<file path="src/rtl/sdram_arb_pkg.sv">
// sdram_arb_pkg: shared types and default sizes for the SDRAM two-port arbiter
package sdram_arb_pkg;
  localparam int ADDR_W_DEF  = 23;
  localparam int DATA_W_DEF  = 16;
  localparam int TIMEOUT_DEF = 1023;
  typedef enum logic {ARB_IDLE, ARB_BUSY} arb_state_t;
  typedef logic port_t;
endpackage

</file>
<file path="src/rtl/rr_arb2.sv">
// rr_arb2: combinational two-way round-robin pick
// i_req[1:0] requests, i_last last granted port; o_valid any request, o_winner chosen port
module rr_arb2
  import sdram_arb_pkg::*;
(
  input  logic [1:0] i_req,
  input  port_t      i_last,
  output logic       o_valid,
  output port_t      o_winner
);
  assign o_valid  = |i_req;
  assign o_winner = &i_req ? ~i_last : i_req[1];
endmodule

</file>
<file path="src/rtl/sdram_arbiter.sv">
// sdram_arbiter: round-robin two-port arbiter and command sequencer for the SDRAM bus core
// pN_*: request ports (req/we/addr/wdata in, rdata/done/err out)
// sdram_*: bus core command interface; o_busy command outstanding; o_grant current/last owner
module sdram_arbiter
  import sdram_arb_pkg::*;
#(
  parameter int ADDR_W  = ADDR_W_DEF,
  parameter int DATA_W  = DATA_W_DEF,
  parameter int TIMEOUT = TIMEOUT_DEF
) (
  input  logic              i_clk,
  input  logic              i_rst_n,
  input  logic              p0_req,
  input  logic              p0_we,
  input  logic [ADDR_W-1:0] p0_addr,
  input  logic [DATA_W-1:0] p0_wdata,
  output logic [DATA_W-1:0] p0_rdata,
  output logic              p0_done,
  output logic              p0_err,
  input  logic              p1_req,
  input  logic              p1_we,
  input  logic [ADDR_W-1:0] p1_addr,
  input  logic [DATA_W-1:0] p1_wdata,
  output logic [DATA_W-1:0] p1_rdata,
  output logic              p1_done,
  output logic              p1_err,
  output logic [ADDR_W-1:0] sdram_addr,
  output logic              sdram_read,
  output logic              sdram_write,
  output logic [DATA_W-1:0] sdram_writedata,
  input  logic [DATA_W-1:0] sdram_readdata,
  input  logic              sdram_finished,
  output logic              o_busy,
  output logic              o_grant
);
  localparam int CW = $clog2(TIMEOUT + 1);
  arb_state_t        r_state, w_next;
  port_t             r_last, r_grant, w_winner;
  logic [CW-1:0]     r_cnt;
  logic [ADDR_W-1:0] r_addr;
  logic [DATA_W-1:0] r_wdata, r_p0_rdata, r_p1_rdata;
  logic              r_rd, r_wr, r_p0_done, r_p1_done, r_p0_err, r_p1_err;
  logic              w_valid, w_hold, w_go, w_end;
  rr_arb2 u_rr (
    .i_req   ({p1_req, p0_req}),
    .i_last  (r_last),
    .o_valid (w_valid),
    .o_winner(w_winner)
  );
  // The done cycle ignores every request: the owner gets time to drop req and
  // the bus sees at least two deasserted cycles between commands.
  assign w_hold = r_p0_done | r_p1_done;
  always_comb begin
    w_go   = (r_state == ARB_IDLE) && w_valid && !w_hold;
    w_end  = (r_state == ARB_BUSY) && (sdram_finished || r_cnt == CW'(TIMEOUT - 1));
    w_next = w_go ? ARB_BUSY : w_end ? ARB_IDLE : r_state;
  end
  always_ff @(posedge i_clk or negedge i_rst_n)
    if (!i_rst_n) r_state <= ARB_IDLE;
    else r_state <= w_next;
  always_ff @(posedge i_clk or negedge i_rst_n)
    if (!i_rst_n) begin
      r_last     <= 1'b1;
      r_grant    <= 1'b0;
      r_cnt      <= '0;
      r_addr     <= '0;
      r_wdata    <= '0;
      r_rd       <= 1'b0;
      r_wr       <= 1'b0;
      r_p0_rdata <= '0;
      r_p1_rdata <= '0;
      r_p0_done  <= 1'b0;
      r_p1_done  <= 1'b0;
      r_p0_err   <= 1'b0;
      r_p1_err   <= 1'b0;
    end else begin
      r_p0_done <= 1'b0;
      r_p1_done <= 1'b0;
      r_p0_err  <= 1'b0;
      r_p1_err  <= 1'b0;
      if (w_go) begin
        r_grant <= w_winner;
        r_addr  <= w_winner ? p1_addr : p0_addr;
        r_wdata <= w_winner ? p1_wdata : p0_wdata;
        r_wr    <= w_winner ? p1_we : p0_we;
        r_rd    <= w_winner ? !p1_we : !p0_we;
        r_cnt   <= '0;
      end else if (w_end) begin
        r_rd      <= 1'b0;
        r_wr      <= 1'b0;
        r_last    <= r_grant;
        r_p0_done <= !r_grant;
        r_p1_done <= r_grant;
        r_p0_err  <= !r_grant && !sdram_finished;
        r_p1_err  <= r_grant && !sdram_finished;
        if (sdram_finished && r_rd && !r_grant) r_p0_rdata <= sdram_readdata;
        if (sdram_finished && r_rd && r_grant) r_p1_rdata <= sdram_readdata;
      end else if (r_state == ARB_BUSY) r_cnt <= r_cnt + CW'(1);
    end
  assign sdram_addr      = r_addr;
  assign sdram_writedata = r_wdata;
  assign sdram_read      = r_rd;
  assign sdram_write     = r_wr;
  assign p0_rdata        = r_p0_rdata;
  assign p1_rdata        = r_p1_rdata;
  assign p0_done         = r_p0_done;
  assign p1_done         = r_p1_done;
  assign p0_err          = r_p0_err;
  assign p1_err          = r_p1_err;
  assign o_busy          = (r_state == ARB_BUSY);
  assign o_grant         = r_grant;
endmodule

</file>
<file path="config.mk">
export PLATFORM = sky130hd
export DESIGN_NAME = sdram_arbiter
export DESIGN_NICKNAME = d
export VERILOG_FILES = /design/src/rtl/sdram_arb_pkg.sv /design/src/rtl/rr_arb2.sv /design/src/rtl/sdram_arbiter.sv
export SDC_FILE = /design/constraint.sdc
export NUM_CORES = 1
export LEC_CHECK = 0
export ABC_AREA = 0
export CELL_PAD_IN_SITES_DETAIL_PLACEMENT = 0
export CELL_PAD_IN_SITES_GLOBAL_PLACEMENT = 1
export CORE_ASPECT_RATIO = 1.2
export CORE_MARGIN = 4
export CORE_UTILIZATION = 30
export DETAILED_ROUTE_END_ITERATION = 10
export PLACE_DENSITY = 0.8
export SLEW_MARGIN = 20
export SYNTH_ARGS = -nofsm -noshare
export SYNTH_HDL_FRONTEND = slang
export SYNTH_SLANG_ARGS = --single-unit
export TNS_END_PERCENT = 20
</file>
<file path="constraint.sdc">
create_clock -name i_clk -period 3.25 [get_ports i_clk]
set_clock_uncertainty 0.2 [all_clocks]
set_input_delay 0.975 -clock i_clk [delete_from_list [all_inputs] [get_ports i_clk]]
set_output_delay 0.975 -clock i_clk [all_outputs]
set_load 0.01 [all_outputs]
</file>
# == After elaboration in Yosys (flattened, before gate mapping) ==
# Cells that the tools add are included.
# op_classes
magnitude_cmp,0
bitwise,4
add_sub_neg,1
muxes,20
shifts,0
multipliers,0
div,0
eq_ne,2
reduce_logical,22
# ops
cell,count
two-way mux 10 bit,3
two-way mux 23 bit,1
two-way mux 16 bit,1
two-way mux 1 bit,15
adder 10 x 1 -> 10 bit (second input constant),1
equality test 10 bit (second input constant),1
logical AND 1 bit,8
AND reduction 2 bit,3
AND reduction 3 bit,2
zero test 1 bit,5
nonzero test 2 bit,2
inverter 1 bit,3
inequality test 2 bit (second input constant),1
OR reduction 2 bit,1
logical OR 1 bit,1
OR 1 bit,1
# totals
memories,0
input_bits,101
register_bits,90
elab_cells,63
out_inout_bits,79
mem_bits_rw,0
rom_bits,0
latch_bits,0

# == Logic depth before layout (Yosys ltp) ==
# logic_depth
ltp_word,5
ltp_mapped,6
ltp_nobuf,6

# == Hierarchy ==
# From an unflattened synthesis, not the netlist that was laid out.
# unflattened
cells_unflattened,329
hier_area_um2,3981.3
# by_module_without_submodules
module,area_per_inst_um2,cells_each,instances,seq_area_each_um2
sdram_arbiter,3967.6,327,1,2253.4
rr_arb2,13.8,2,1,0.0

# == Worst setup path after synthesis ==
# Ideal clock, no wire load.
# synth_path
kind,input -> register
startpoint,in p1_req
endpoint,reg r_cnt[8]
n_path_buf,2
required_ns,2.919
arrival_time_ns,1.855
setup_ns,0.131
stages,6
slack_ns,1.063
cell_sequence,nor2_1 or4_1 buf_6 buf_6 o211ai_2 o31ai_1
# synth_between
elab_chain_cells,5
elab_cells_between_ends,7
classes_between,eq/ne: 1; mux: 1; reduce/logical: 5
# synth_lines
element,line,text
start: declaration,sdram_arbiter.sv:20,"input logic p1_req,"
OR reduction 2 bit *,rr_arb2.sv:11,assign o_valid = |i_req;
logical AND 1 bit * (2 in series),sdram_arbiter.sv:54,w_go = (r_state == ARB_IDLE) && w_valid && !w_hold;
inequality test 2 bit (no source line) or nonzero test 2 bit (tied branches),n/a,
AND reduction 2 bit (no source line),n/a,
end signal: assignment,sdram_arbiter.sv:98,end else if (r_state == ARB_BUSY) r_cnt <= r_cnt + CW'(1);
end: declaration,sdram_arbiter.sv:39,logic [CW-1:0] r_cnt;
# Every way passes the cells marked *; elsewhere a longest branch is shown, timed or not.
# A chain may end at the register's enable or synchronous reset.

# == Worst setup path in the final report ==
# layout_path
startpoint,reg r_state (netlist: o_busy)
endpoint,out o_busy
# layout_lines
element,line,text
start: declaration,sdram_arbiter.sv:37,"arb_state_t r_state, w_next;"
start signal: assignment,sdram_arbiter.sv:60,else r_state <= w_next;
end: declaration,sdram_arbiter.sv:33,"output logic o_busy,"
# No word-level cell between the ends.

==> flow_summary_export.csv <==
group,metric,value,unit
timing,layout_min_cycle_time,2.667,ns
detailed_routing,detail_route.wl_per_cell,15.30,um
place,numPortBuffers,179,
hold_path,classification_of_the_worst_slack_hold_path,"register to register",
yosys,synth_area,0.004115,sq mm
place,dp_wirelength,8220,um
detailed_routing,vias,3102,
detailed_routing,detail_route.iter0.violations,119,
critical_path,critPathMaxStageDelay,0.61,ns
critical_path,critPathSlowestCell,"sky130_fd_sc_hd__clkdlybuf4s50_1",
final_layout,area.sequential,0.002253,sq mm
yosys,synthAdderAreaFrac,0.6081,%
clocking,cts_hold_buffers,0,
clocking,cts_inserted_buffers,9,
critical_path,r2r-start,"o_busy$_DFFE_PN0P_",
yosys,ys_ff_latch,90,
critical_path,cp.buffers_inverters,1,
final_layout,final_nets,610,
die,floorplan.die_area,0.01566,sq mm
die,start_util,30.82,%
detailed_routing,wirelength,10410,um
timing,tns,0,ns
critical_path,largest_fanout_of_any_net_on_the_critical_path,9,
timing,post-route-period-util,82.06,%
critical_path,timing.critical_path.arrival,1.49,ns
critical_path,critPathLaunch,"o_busy$_DFFE_PN0P_",
yosys,yosys.area_share.xor_xnor,0.2128,%
yosys,yosys.area_share.simple,9.061,%
global_routing,wire_length_of_the_first_global_routing_pass,16810,um
global_routing,grt_remaining_overflow,0,
yosys,dominant_combinational_cell_family_by_area_after_synthesis,"multiplexers",
global_routing,grt_pass1_vias,3311,
detailed_routing,detail_route.vias_per_cell,4.562,
critical_path,worstPathRequired,2.07,ns
critical_path,crit_chain,"clkdlybuf4s50_1",
final_layout,p_r_area_growth_vs_syn,55.70,%
clocking,clock_insertion_delay_worst_skew,0.33,ns
power_and_ir_drop,peakVddDrop,346.7,uV
clocking,post-cts-setup-buffers,0,
hold_path,min_delay_endpoint,"sdram_writedata[9]$_DFFE_PN0N_",
critical_path,setup.worst_path.class,"register to output port",
yosys,synth_cells,328,
power_and_ir_drop,total_leakage_power,2.784,nW
timing,fmax,375.0,MHz
yosys,synth_edf_count,0,
timing,setup_slack,0.5830,ns
global_routing,grt_start_max_net_pins,51,
outcome,outcome,"complete, no violations",
detailed_routing,drt.antenna.violating_nets,0,
timing,drv_slew,0,
job,maxCapViolCount,0,
final_layout,most-common-layout-cells,"sky130_fd_sc_hd__clkdlybuf4s50_1 (178), sky130_fd_sc_hd__dfrtp_1 (89), sky130_fd_sc_hd__nand2_1 (50)",
timing,rsz0062_at_grt,"false",
final_layout,final_common_cell,"sky130_fd_sc_hd__clkdlybuf4s50_1",
global_routing,gr_util_all_layers,13.49,%
critical_path,critPathLaunchType,"register",
yosys,synth_compound_gate_area_share,12.53,%
clocking,postCtsResizedCells,0,
critical_path,critPathTopFamily,"buffers and inverters",
yosys,avgSynthCellArea,12.55,sq um
die,die_w,114.9,um
yosys,async_reset_ff_share,100.0,%
yosys,syn_nets,431,
critical_path,ff2ff_path_depth,4,
final_layout,fillerInstances,1248,
die,core_area,0.01335,sq mm
detailed_routing,drtPass1Iterations,4,
hold_path,holdCritStartpoint,"sdram_writedata[9]$_DFFE_PN0N_",
final_layout,antenna-diode-count,0,
die,die_h,136.3,um
clocking,clkTransAtPathRegs,0.06,ns
detailed_routing,drt_drc_violations_left,0,
critical_path,worst_setup_path_end_kind,"output port",
yosys,number_of_warnings_issued_by_yosys,0,
hold_path,hold_depth,2,
clocking,cts.sink_count,90,
die,std_cell_rows,46,
yosys,postSynth.topFlopCell,"sky130_fd_sc_hd__dfrtp_1",
place,preCtsSetupSlack,0.2702,ns
yosys,yosysSeqAreaShare,54.76,%
place,gp_congestion,0.7887,
clocking,cts_root_buf,"sky130_fd_sc_hd__clkbuf_16",
clocking,tritoncts,"yes",
critical_path,worst_r2r_endpoint,"sdram_addr[22]$_DFFE_PN0N_",
global_routing,antenna_found_initial,0,
final_layout,final_layout_size_suffix_gt1_share,20.12,%
critical_path,r2r_setup_slack,1.25,ns
timing,finalSetupViolCount,0,
final_layout,finish.utilization,47.99,%
die,io_pins,180,
timing,timing.final.hold_violations,0,
clocking,ctsHtreeMaxLevel,3,
clocking,cts.path.max_buffers,2,
power_and_ir_drop,power.density_cell_area,856.6,mW/mm^2
power_and_ir_drop,finalPower,5.488,mW
timing,slew-limit-headroom,59.33,%
timing,worstMarginPinSlew,0.6050,ns
yosys,synth_cell_type_count,38,
final_layout,multi_input_area,0.001708,sq mm
yosys,synth.area.mux_share,18.73,%
[routing by layer]
metal	routed length [um]	share of wire (%)	vias to the layer above	global-route usage, %
met4	130	1.2	0	3.783
li1	-	-	1540	-
met2	5009	48	128	21.78
met3	1015	9.8	9	5.209
met1	4251	41	1425	16.81
met5	0	0	-	0
[per-stage QoR]
| stage | std cells | hold WS (ns) | area (sq um) |
|---|---|---|---|
| finish | 680 | 0.2780 | 6407 |
| detailed placement | 664 | 0.2659 | 6062 |
| floorplan | 328 | 0.2893 | 4115 |
| global placement | 664 | 0.2610 | 6062 |
| global route | 680 | 0.2990 | 6407 |
| CTS | 680 | 0.2812 | 6407 |
[cells in the mapped netlist (2+ instances only)]
| cell | n | share of area (%) |
|---|---|---|
| sky130_fd_sc_hd__o31ai_1 | 2 | 0.36 |
| sky130_fd_sc_hd__dfrtp_1 | 89 | 54 |
| sky130_fd_sc_hd__nor2_1 | 5 | 0.46 |
| sky130_fd_sc_hd__buf_2 | 6 | 0.73 |
| sky130_fd_sc_hd__o211ai_2 | 3 | 0.91 |
| sky130_fd_sc_hd__o21ai_1 | 2 | 0.24 |
| sky130_fd_sc_hd__and3_1 | 5 | 0.76 |
| sky130_fd_sc_hd__inv_1 | 3 | 0.27 |
| sky130_fd_sc_hd__nand3_1 | 7 | 0.85 |
| sky130_fd_sc_hd__mux2_2 | 32 | 8.8 |
| sky130_fd_sc_hd__mux2i_1 | 41 | 10 |
| sky130_fd_sc_hd__a21o_1 | 2 | 0.36 |
| sky130_fd_sc_hd__nor3_1 | 4 | 0.49 |
| sky130_fd_sc_hd__nand2_1 | 50 | 4.6 |
| sky130_fd_sc_hd__ha_1 | 2 | 0.61 |
| sky130_fd_sc_hd__o21ai_2 | 39 | 8.3 |
| sky130_fd_sc_hd__buf_6 | 11 | 3.0 |
| sky130_fd_sc_hd__a31oi_1 | 2 | 0.30 |
| sky130_fd_sc_hd__o21ai_0 | 4 | 0.49 |
[worst max-delay path by stage]
| stage | to | slack, ns | cells after the start |
|---|---|---|---|
| final | o_busy | 0.58 | 1 |
| after global routing | o_busy | 0.52 | 1 |
| after floorplan | r_cnt[8]$_DFFE_PN0P_ | 1.06 | 6 |
| after CTS | o_busy | 0.54 | 1 |
| after global placement | p0_rdata[4]$_DFFE_PN0P_ | 0.29 | 4 |
| after detailed placement | p0_rdata[9]$_DFFE_PN0P_ | 0.27 | 4 |
[cell families after synthesis]
logic type	Yosys count
flip-flops	90
AND/OR/NAND/NOR	80
multiplexers	73
AO/OA/AOI/OAI	61
buffers and inverters	21
adder cells (fa/ha/maj)	2
XOR/XNOR	1
[layout make-up]
type | instances | area share [%]
inverter | 3 | 0.1757
tap | 168 | 3.281
clock buffer | 12 | 3.847
multi-input combinational | 217 | 26.65
clock inverter | 4 | 1.543
timing repair buffer | 186 | 29.33
sequential | 90 | 35.17
[registers in the layout, indices dropped and copies added, names as in the netlist, 10 cells and up]
name	count
p1_rdata	16
sdram_addr	23
p0_rdata	16
sdram_writedata	16
r_cnt	10
[report_power, final]
part	internal, mW	switching (mW)	total [mW]
clock	0.775	0.413	1.19
combinational	1.36	1.06	2.41
sequential	1.60	0.289	1.89
Power figures use the tool's default switching activity.
